File: config.mk
export PLATFORM = sky130hd
export DESIGN_NAME = srt_div_frontend
export DESIGN_NICKNAME = d
export VERILOG_FILES = /design/src/rtl/srt_div_pkg.sv /design/src/rtl/srt_div_frontend_fifo.sv /design/src/rtl/srt_div_frontend.sv
export SDC_FILE = /design/constraint.sdc
export NUM_CORES = 1
export LEC_CHECK = 0
export BUFFER_PORTS_ARGS = -buffer_cell sky130_fd_sc_hd__buf_2
export CORE_AREA = 4 4 102 104
export DETAILED_ROUTE_END_ITERATION = 7
export DIE_AREA = 0 0 106 108
export PLACE_DENSITY = 0.84
export RECOVER_POWER = 50
export SLEW_MARGIN = 10
export SYNTH_ARGS = -nofsm -noshare
export SYNTH_HDL_FRONTEND = slang
export SYNTH_SLANG_ARGS = --single-unit
File: constraint.sdc
create_clock -name clk -period 5.6 [get_ports clk]
set_input_delay 1.12 -clock clk [delete_from_list [all_inputs] [get_ports clk]]
set_output_delay 1.12 -clock clk [all_outputs]
set_load 0.02 [all_outputs]
File: src/rtl/srt_div_pkg.sv
// Shared types for the SRT divider request front-end.
// Holds the FSM encoding, default widths and the request/response layouts.
package srt_div_pkg;

  localparam int SRT_WID  = 8;
  localparam int SRT_TAGW = 4;

  typedef enum logic [1:0] {
    ST_IDLE  = 2'd0,
    ST_ISSUE = 2'd1,
    ST_WAIT  = 2'd2,
    ST_RESP  = 2'd3
  } srt_state_e;

  // Default-width layouts; the front-end re-declares the same field order
  // with its own WID/TAGW so non-default builds stay consistent.
  typedef struct packed {
    logic [SRT_TAGW-1:0] tag;
    logic                sign;
    logic [SRT_WID-1:0]  divisor;
    logic [SRT_WID-1:0]  dividend;
  } srt_req_t;

  typedef struct packed {
    logic [SRT_TAGW-1:0] tag;
    logic                err;
    logic [SRT_WID-1:0]  remainder;
    logic [SRT_WID-1:0]  quotient;
  } srt_resp_t;

endpackage

File: src/rtl/srt_div_frontend_fifo.sv
// srt_req_fifo: small synchronous FIFO for divide requests.
// Push and pop in the same cycle keep the count unchanged, including when full.
module srt_req_fifo #(
  parameter int W     = 21,
  parameter int DEPTH = 4,
  parameter int AW    = $clog2(DEPTH)
) (
  input  logic          clk,
  input  logic          rst,
  input  logic          push,
  input  logic [W-1:0]  wr_data,
  input  logic          pop,
  output logic [W-1:0]  rd_data,
  output logic          full,
  output logic          empty,
  output logic [AW:0]   count
);

  logic [W-1:0]  mem_q [DEPTH];
  logic [W-1:0]  mem_d [DEPTH];
  logic [AW-1:0] wr_ptr_q, wr_ptr_d;
  logic [AW-1:0] rd_ptr_q, rd_ptr_d;
  logic [AW:0]   count_q, count_d;
  logic          do_push, do_pop;

  assign full    = (count_q == (AW+1)'(DEPTH));
  assign empty   = (count_q == '0);
  assign count   = count_q;
  assign rd_data = mem_q[rd_ptr_q];

  // A pop frees a slot in the same cycle, so a full FIFO may still push.
  assign do_pop  = pop & ~empty;
  assign do_push = push & (~full | do_pop);

  // Next-state for storage, pointers (natural wrap) and occupancy.
  always_comb begin
    mem_d    = mem_q;
    wr_ptr_d = wr_ptr_q;
    rd_ptr_d = rd_ptr_q;
    count_d  = count_q;
    if (do_push) begin
      mem_d[wr_ptr_q] = wr_data;
      wr_ptr_d        = wr_ptr_q + 1'b1;
    end
    if (do_pop) begin
      rd_ptr_d = rd_ptr_q + 1'b1;
    end
    case ({do_push, do_pop})
      2'b10:   count_d = count_q + 1'b1;
      2'b01:   count_d = count_q - 1'b1;
      default: count_d = count_q;
    endcase
  end

  // State registers; reset flushes the queue.
  always_ff @(posedge clk) begin
    if (rst) begin
      for (int i = 0; i < DEPTH; i++) mem_q[i] <= '0;
      wr_ptr_q <= '0;
      rd_ptr_q <= '0;
      count_q  <= '0;
    end else begin
      mem_q    <= mem_d;
      wr_ptr_q <= wr_ptr_d;
      rd_ptr_q <= rd_ptr_d;
      count_q  <= count_d;
    end
  end

endmodule

File: src/rtl/srt_div_frontend.sv
// srt_div_frontend: queues tagged divide requests, issues them one at a time
// to the SRT radix-4 core with a one-cycle start pulse, and holds the result
// as a registered response under valid/ready backpressure.
// Optional macro SRT_DIV_TIMEOUT_EN: bounds WAIT to TIMEOUT cycles and then
// answers with an error response.
module srt_div_frontend
  import srt_div_pkg::*;
#(
  parameter int WID     = SRT_WID,
  parameter int DEPTH   = 4,
  parameter int TAGW    = SRT_TAGW,
  parameter int TIMEOUT = 64
) (
  input  logic            clk,
  input  logic            rst,
  input  logic            req_valid,
  output logic            req_ready,
  input  logic [WID-1:0]  req_dividend,
  input  logic [WID-1:0]  req_divisor,
  input  logic            req_sign,
  input  logic [TAGW-1:0] req_tag,
  output logic            div_valid,
  output logic [WID-1:0]  div_dividend,
  output logic [WID-1:0]  div_divisor,
  output logic            div_sign,
  input  logic            div_ready,
  input  logic            div_error,
  input  logic [WID-1:0]  div_quotient,
  input  logic [WID-1:0]  div_remainder,
  output logic            resp_valid,
  input  logic            resp_ready,
  output logic [WID-1:0]  resp_quotient,
  output logic [WID-1:0]  resp_remainder,
  output logic            resp_err,
  output logic [TAGW-1:0] resp_tag
);

  localparam int AW = $clog2(DEPTH);

  if (DEPTH < 2 || (DEPTH & (DEPTH - 1)) != 0 || TIMEOUT < 1) begin : g_cfg_err
    $error("srt_div_frontend: DEPTH must be a power of two >= 2, TIMEOUT >= 1");
  end

  typedef struct packed {
    logic [TAGW-1:0] tag;
    logic            sign;
    logic [WID-1:0]  divisor;
    logic [WID-1:0]  dividend;
  } req_t;

  typedef struct packed {
    logic [TAGW-1:0] tag;
    logic            err;
    logic [WID-1:0]  remainder;
    logic [WID-1:0]  quotient;
  } resp_t;

  srt_state_e  state_q, state_d;
  req_t        issue_q, issue_d;
  resp_t       resp_q, resp_d;
  req_t        fifo_in, fifo_head;
  logic        fifo_push, fifo_pop, fifo_full, fifo_empty;
  logic [AW:0] fifo_count;
  logic        timeout_hit;

  assign req_ready = (fifo_count < (AW+1)'(DEPTH));
  assign fifo_push = req_valid & ~fifo_full;
  assign fifo_in   = '{tag: req_tag, sign: req_sign,
                       divisor: req_divisor, dividend: req_dividend};

  srt_req_fifo #(
    .W     ($bits(req_t)),
    .DEPTH (DEPTH),
    .AW    (AW)
  ) u_fifo (
    .clk     (clk),
    .rst     (rst),
    .push    (fifo_push),
    .wr_data (fifo_in),
    .pop     (fifo_pop),
    .rd_data (fifo_head),
    .full    (fifo_full),
    .empty   (fifo_empty),
    .count   (fifo_count)
  );

`ifdef SRT_DIV_TIMEOUT_EN
  localparam int CW = $clog2(TIMEOUT + 1);

  logic [CW-1:0] wait_cnt_q, wait_cnt_d;

  // The count would reach TIMEOUT at the end of this cycle: give up now.
  assign timeout_hit = (state_q == ST_WAIT) && (wait_cnt_q == CW'(TIMEOUT - 1));

  // Count WAIT cycles; restart on every issue.
  always_comb begin
    wait_cnt_d = wait_cnt_q;
    if (state_q == ST_ISSUE)     wait_cnt_d = '0;
    else if (state_q == ST_WAIT) wait_cnt_d = wait_cnt_q + 1'b1;
  end

  // Wait counter register.
  always_ff @(posedge clk) begin
    if (rst) wait_cnt_q <= '0;
    else     wait_cnt_q <= wait_cnt_d;
  end
`else
  assign timeout_hit = 1'b0;
`endif

  // Single-divide-in-flight sequencer. Operands are latched when leaving
  // IDLE so they are already stable during the ISSUE start pulse; the FIFO
  // head is popped in ISSUE. Error beats a simultaneous ready, and a real
  // result beats a timeout landing in the same cycle.
  always_comb begin
    state_d  = state_q;
    issue_d  = issue_q;
    resp_d   = resp_q;
    fifo_pop = 1'b0;
    case (state_q)
      ST_IDLE: begin
        if (!fifo_empty) begin
          issue_d = fifo_head;
          state_d = ST_ISSUE;
        end
      end
      ST_ISSUE: begin
        fifo_pop = 1'b1;
        state_d  = ST_WAIT;
      end
      ST_WAIT: begin
        if (div_error) begin
          resp_d  = '{tag: issue_q.tag, err: 1'b1, remainder: '0, quotient: '0};
          state_d = ST_RESP;
        end else if (div_ready) begin
          resp_d  = '{tag: issue_q.tag, err: 1'b0,
                      remainder: div_remainder, quotient: div_quotient};
          state_d = ST_RESP;
        end else if (timeout_hit) begin
          resp_d  = '{tag: issue_q.tag, err: 1'b1, remainder: '0, quotient: '0};
          state_d = ST_RESP;
        end
      end
      ST_RESP: begin
        if (resp_ready) state_d = ST_IDLE;
      end
      default: state_d = ST_IDLE;
    endcase
  end

  // FSM, issue and response registers; reset drops any in-flight divide.
  always_ff @(posedge clk) begin
    if (rst) begin
      state_q <= ST_IDLE;
      issue_q <= '0;
      resp_q  <= '0;
    end else begin
      state_q <= state_d;
      issue_q <= issue_d;
      resp_q  <= resp_d;
    end
  end

  assign div_valid      = (state_q == ST_ISSUE);
  assign div_dividend   = issue_q.dividend;
  assign div_divisor    = issue_q.divisor;
  assign div_sign       = issue_q.sign;

  assign resp_valid     = (state_q == ST_RESP);
  assign resp_quotient  = resp_q.quotient;
  assign resp_remainder = resp_q.remainder;
  assign resp_err       = resp_q.err;
  assign resp_tag       = resp_q.tag;

endmodule

==> metrics.cfg <==
[route]
routed_wl_um = 12100
drtAntennaViolNets = 0
num_vias = 4149
drc = 0
viasPerCell = 5.55
drt-initial-drc-count = 230
firstDrtPassIters = 4
post_drt_wl_per_cell_um = 16.2

[die]
floorplan.initialDensity_pct = 60.0
die_area_mm2 = 0.0114
rows = 36
die_w_um = 106
die_h_um = 108
pin_count = 84
coreArea_mm2 = 0.00955

[synth]
ys.warnings.count = 0
synth_xor_area_share_pct = 0.611
synth_adder_area_share_pct = 2.53
synthSimpleGateAreaFrac_pct = 13.3
synth_compound_area_share_pct = 6.94
synth.avg_cell_area_um2 = 10.4
synth_area_leaders = dfxtp_1 47%, mux2i_1 15%, nand2_1 8.6%
synth.area.mux_share_pct = 22.9
synth_top_area_share_pct = 47.2
ys_ff_latch = 135
synth.cell_area_mm2 = 0.00573
synth_top_family_by_area = multiplexers
synth.distinct_cells = 35
yosysTopAreaCell = dfxtp_1
synth-seq-area-share_pct = 47.2
synthCells = 549
synth_fp_nets = 603

[pwr]
p_leak_nw = 2.79
power_density_mw_per_mm2 = 413
peakVddDrop_mv = 0.291

[flow_run]
maxCapViolCount = 1

[worst_setup_path]
arrival_ns = 4.09
ff2ff_setup_slack_ns = 3.18
path_class = input port to flip-flop
r2r_end = u_fifo.count[2]
end_kind = flip-flop
crit_path_max_fanout = 107
worstPathRequired_ns = 5.98
r2r-start = u_fifo.count[2]
rr_worst_depth = 8
critPathLaunchType = input port

[worst_hold_path]
hold_depth = 2
worst_hold_path_type = flip-flop to flip-flop
holdPathEnd = resp_quotient[4]
worstHoldStart = resp_quotient[4]

[final_layout]
antenna_cells = 0
area_growth_pct = 14.6
drive_above_1_share_pct = 17.3
layout.nets = 655
final_cell_mix = 135 x dfxtp_1, 131 x nand2_1, 84 x mux2i_1
final_common_cell = dfxtp_1

[sta]
setup_tns_ns = 0
setup_violations = 0
maxSlewViolCount = 108
hold_viol = 0
fmax_mhz = 269
worst_slack_ns = 1.88
fin_skew_ns = 0.0126
tightest_slew_ns = 1.95
finalCritPeriodShare_pct = 66.4
period_minus_slack_ns = 3.72
rsz0062_at_grt = no
timing.slew.headroom_pct = -29.8

[global_route]
grt_overflow = 0
grt_max_degree = 108
grt_pass1_wl_um = 19800
grtUsageTotal_pct = 21.9
antenna_found_initial = 0
first_global_vias = 4139

[clock_network]
path_clk_slew_ns = 0.06
cts_tree = built
clock_sinks = 135
clockBufferDepth = 2
cts_setup_buffers = 0
cts_resized = 0
htree_levels = 4
clock_latency_ns = 0.52
ctsHoldBuffers = 0
cts_buffers = 17
ctsRootBufferMaster = clkbuf_8

[placed_design]
io_buffers = 83
dpl_worst_slack_ns = 2.74
gp_congestion = 0.781
dp_hpwl_um = 7690

[run_status]
violations = max-capacitance violations, max-slew violations
status = complete, but fails checks

[report_power, final]
group / internal, mW / switching (mW) / total [mW]
sequential: 1.05 / 0.0590 / 1.10
clock: 0.694 / 0.407 / 1.10
combinational: 0.202 / 0.308 / 0.510
[worst max-delay path by stage]
| stage | slack (ns) | from | end | cells past startpoint |
|---|---|---|---|---|
| 5_1_grt | 1.49 | rst | u_fifo.mem_q[16] | 5 |
| 3_3_place_gp | 2.87 | rst | u_fifo.mem_q[31] | 5 |
| 2_1_floorplan | 2.99 | req_valid | u_fifo.count[2] | 8 |
| 4_1_cts | 3.07 | state_q[1] | div_valid | 3 |
| 6_report | 1.88 | rst | u_fifo.mem_q[16] | 5 |
| 3_5_place_dp | 2.74 | rst | u_fifo.mem_q[33] | 5 |
[sequential cells by signal, indices dropped and copies added (netlist names)]
name             count
u_fifo.wr_ptr_q      2
resp_remainder       8
div_sign             1
div_dividend         8
state_q              2
div_divisor          8
u_fifo.rd_ptr_q      2
issue_q              4
resp_err             1
u_fifo.count         3
u_fifo.mem_q        84
resp_tag             4
resp_quotient        8
[metrics by stage]
step | power (mW) | area [um2] | hold WS [ns] | util, % | cells
after floorplan | 1.53 | 5730 | 0.432 | - | 549
after global placement | 1.62 | 6020 | 0.435 | 63.0 | 715
after detailed placement | 1.64 | 6020 | 0.442 | 63.0 | 715
after CTS | 2.74 | 6620 | 0.450 | 69.3 | 747
after global routing | 2.84 | 6570 | 0.472 | 68.8 | 747
final | 2.71 | 6570 | 0.454 | 68.8 | 747
[synthesized netlist by cell type]
library cell,instances
nor2b_1,1
dfxtp_1,135
and3_4,1
nor3b_1,1
a22oi_1,1
inv_2,1
nor2_1,7
a21oi_1,25
o311ai_0,1
inv_1,9
nand2_1,131
nand3_2,2
nor4_1,1
o31ai_1,1
nand3b_1,16
xor2_1,4
buf_6,8
fa_1,1
o31a_1,2
or3b_1,1
and3_1,2
buf_1,1
a22o_1,21
ha_1,10
mux4_2,21
o21a_1,3
o21ai_0,2
buf_2,5
mux2i_1,84
a21o_1,2
nand3_1,4
or3_1,2
clkbuf_1,24
nor4b_1,2
buf_4,17
[metal layers]
| metal | global-route usage, % | vias to the layer above | share of wire, % |
|---|---|---|---|
| met5 | 0 | - | 0 |
| met3 | 6.57 | 21 | 5.6 |
| met4 | 7.40 | 0 | 1.7 |
| met1 | 26.0 | 2019 | 42 |
| met2 | 38.2 | 115 | 50 |
| li1 | - | 1994 | - |
[worst max-delay path, cell delays in order]
cell      delay [ns]
clkbuf_1        0.93
clkinv_1        0.22
clkbuf_2        1.02
nand2_1         0.58
mux2i_1         0.15
[area by class of cell]
cell class                      count  area [um2]
Inverter                           10        37.5
Clock inverter                     10         116
Clock buffer                       22         483
Multi-Input combinational cell    349        2660
Timing Repair Buffer               88         400
Tap cell                          133         166
Sequential cell                   135        2700
Fill cell                         739        2980
[kinds of logic (layout without fill, tap and decap cells)]
kind of cell | after synthesis | after routing
flops | 135 | 135
simple gates | 171 | 171
xor+xnor | 4 | 4
buf+inv | 65 | 130
compound gates | 58 | 58
mux | 105 | 105
fa+ha+maj | 11 | 11
No activity file was read; power rests on OpenSTA's default activity.
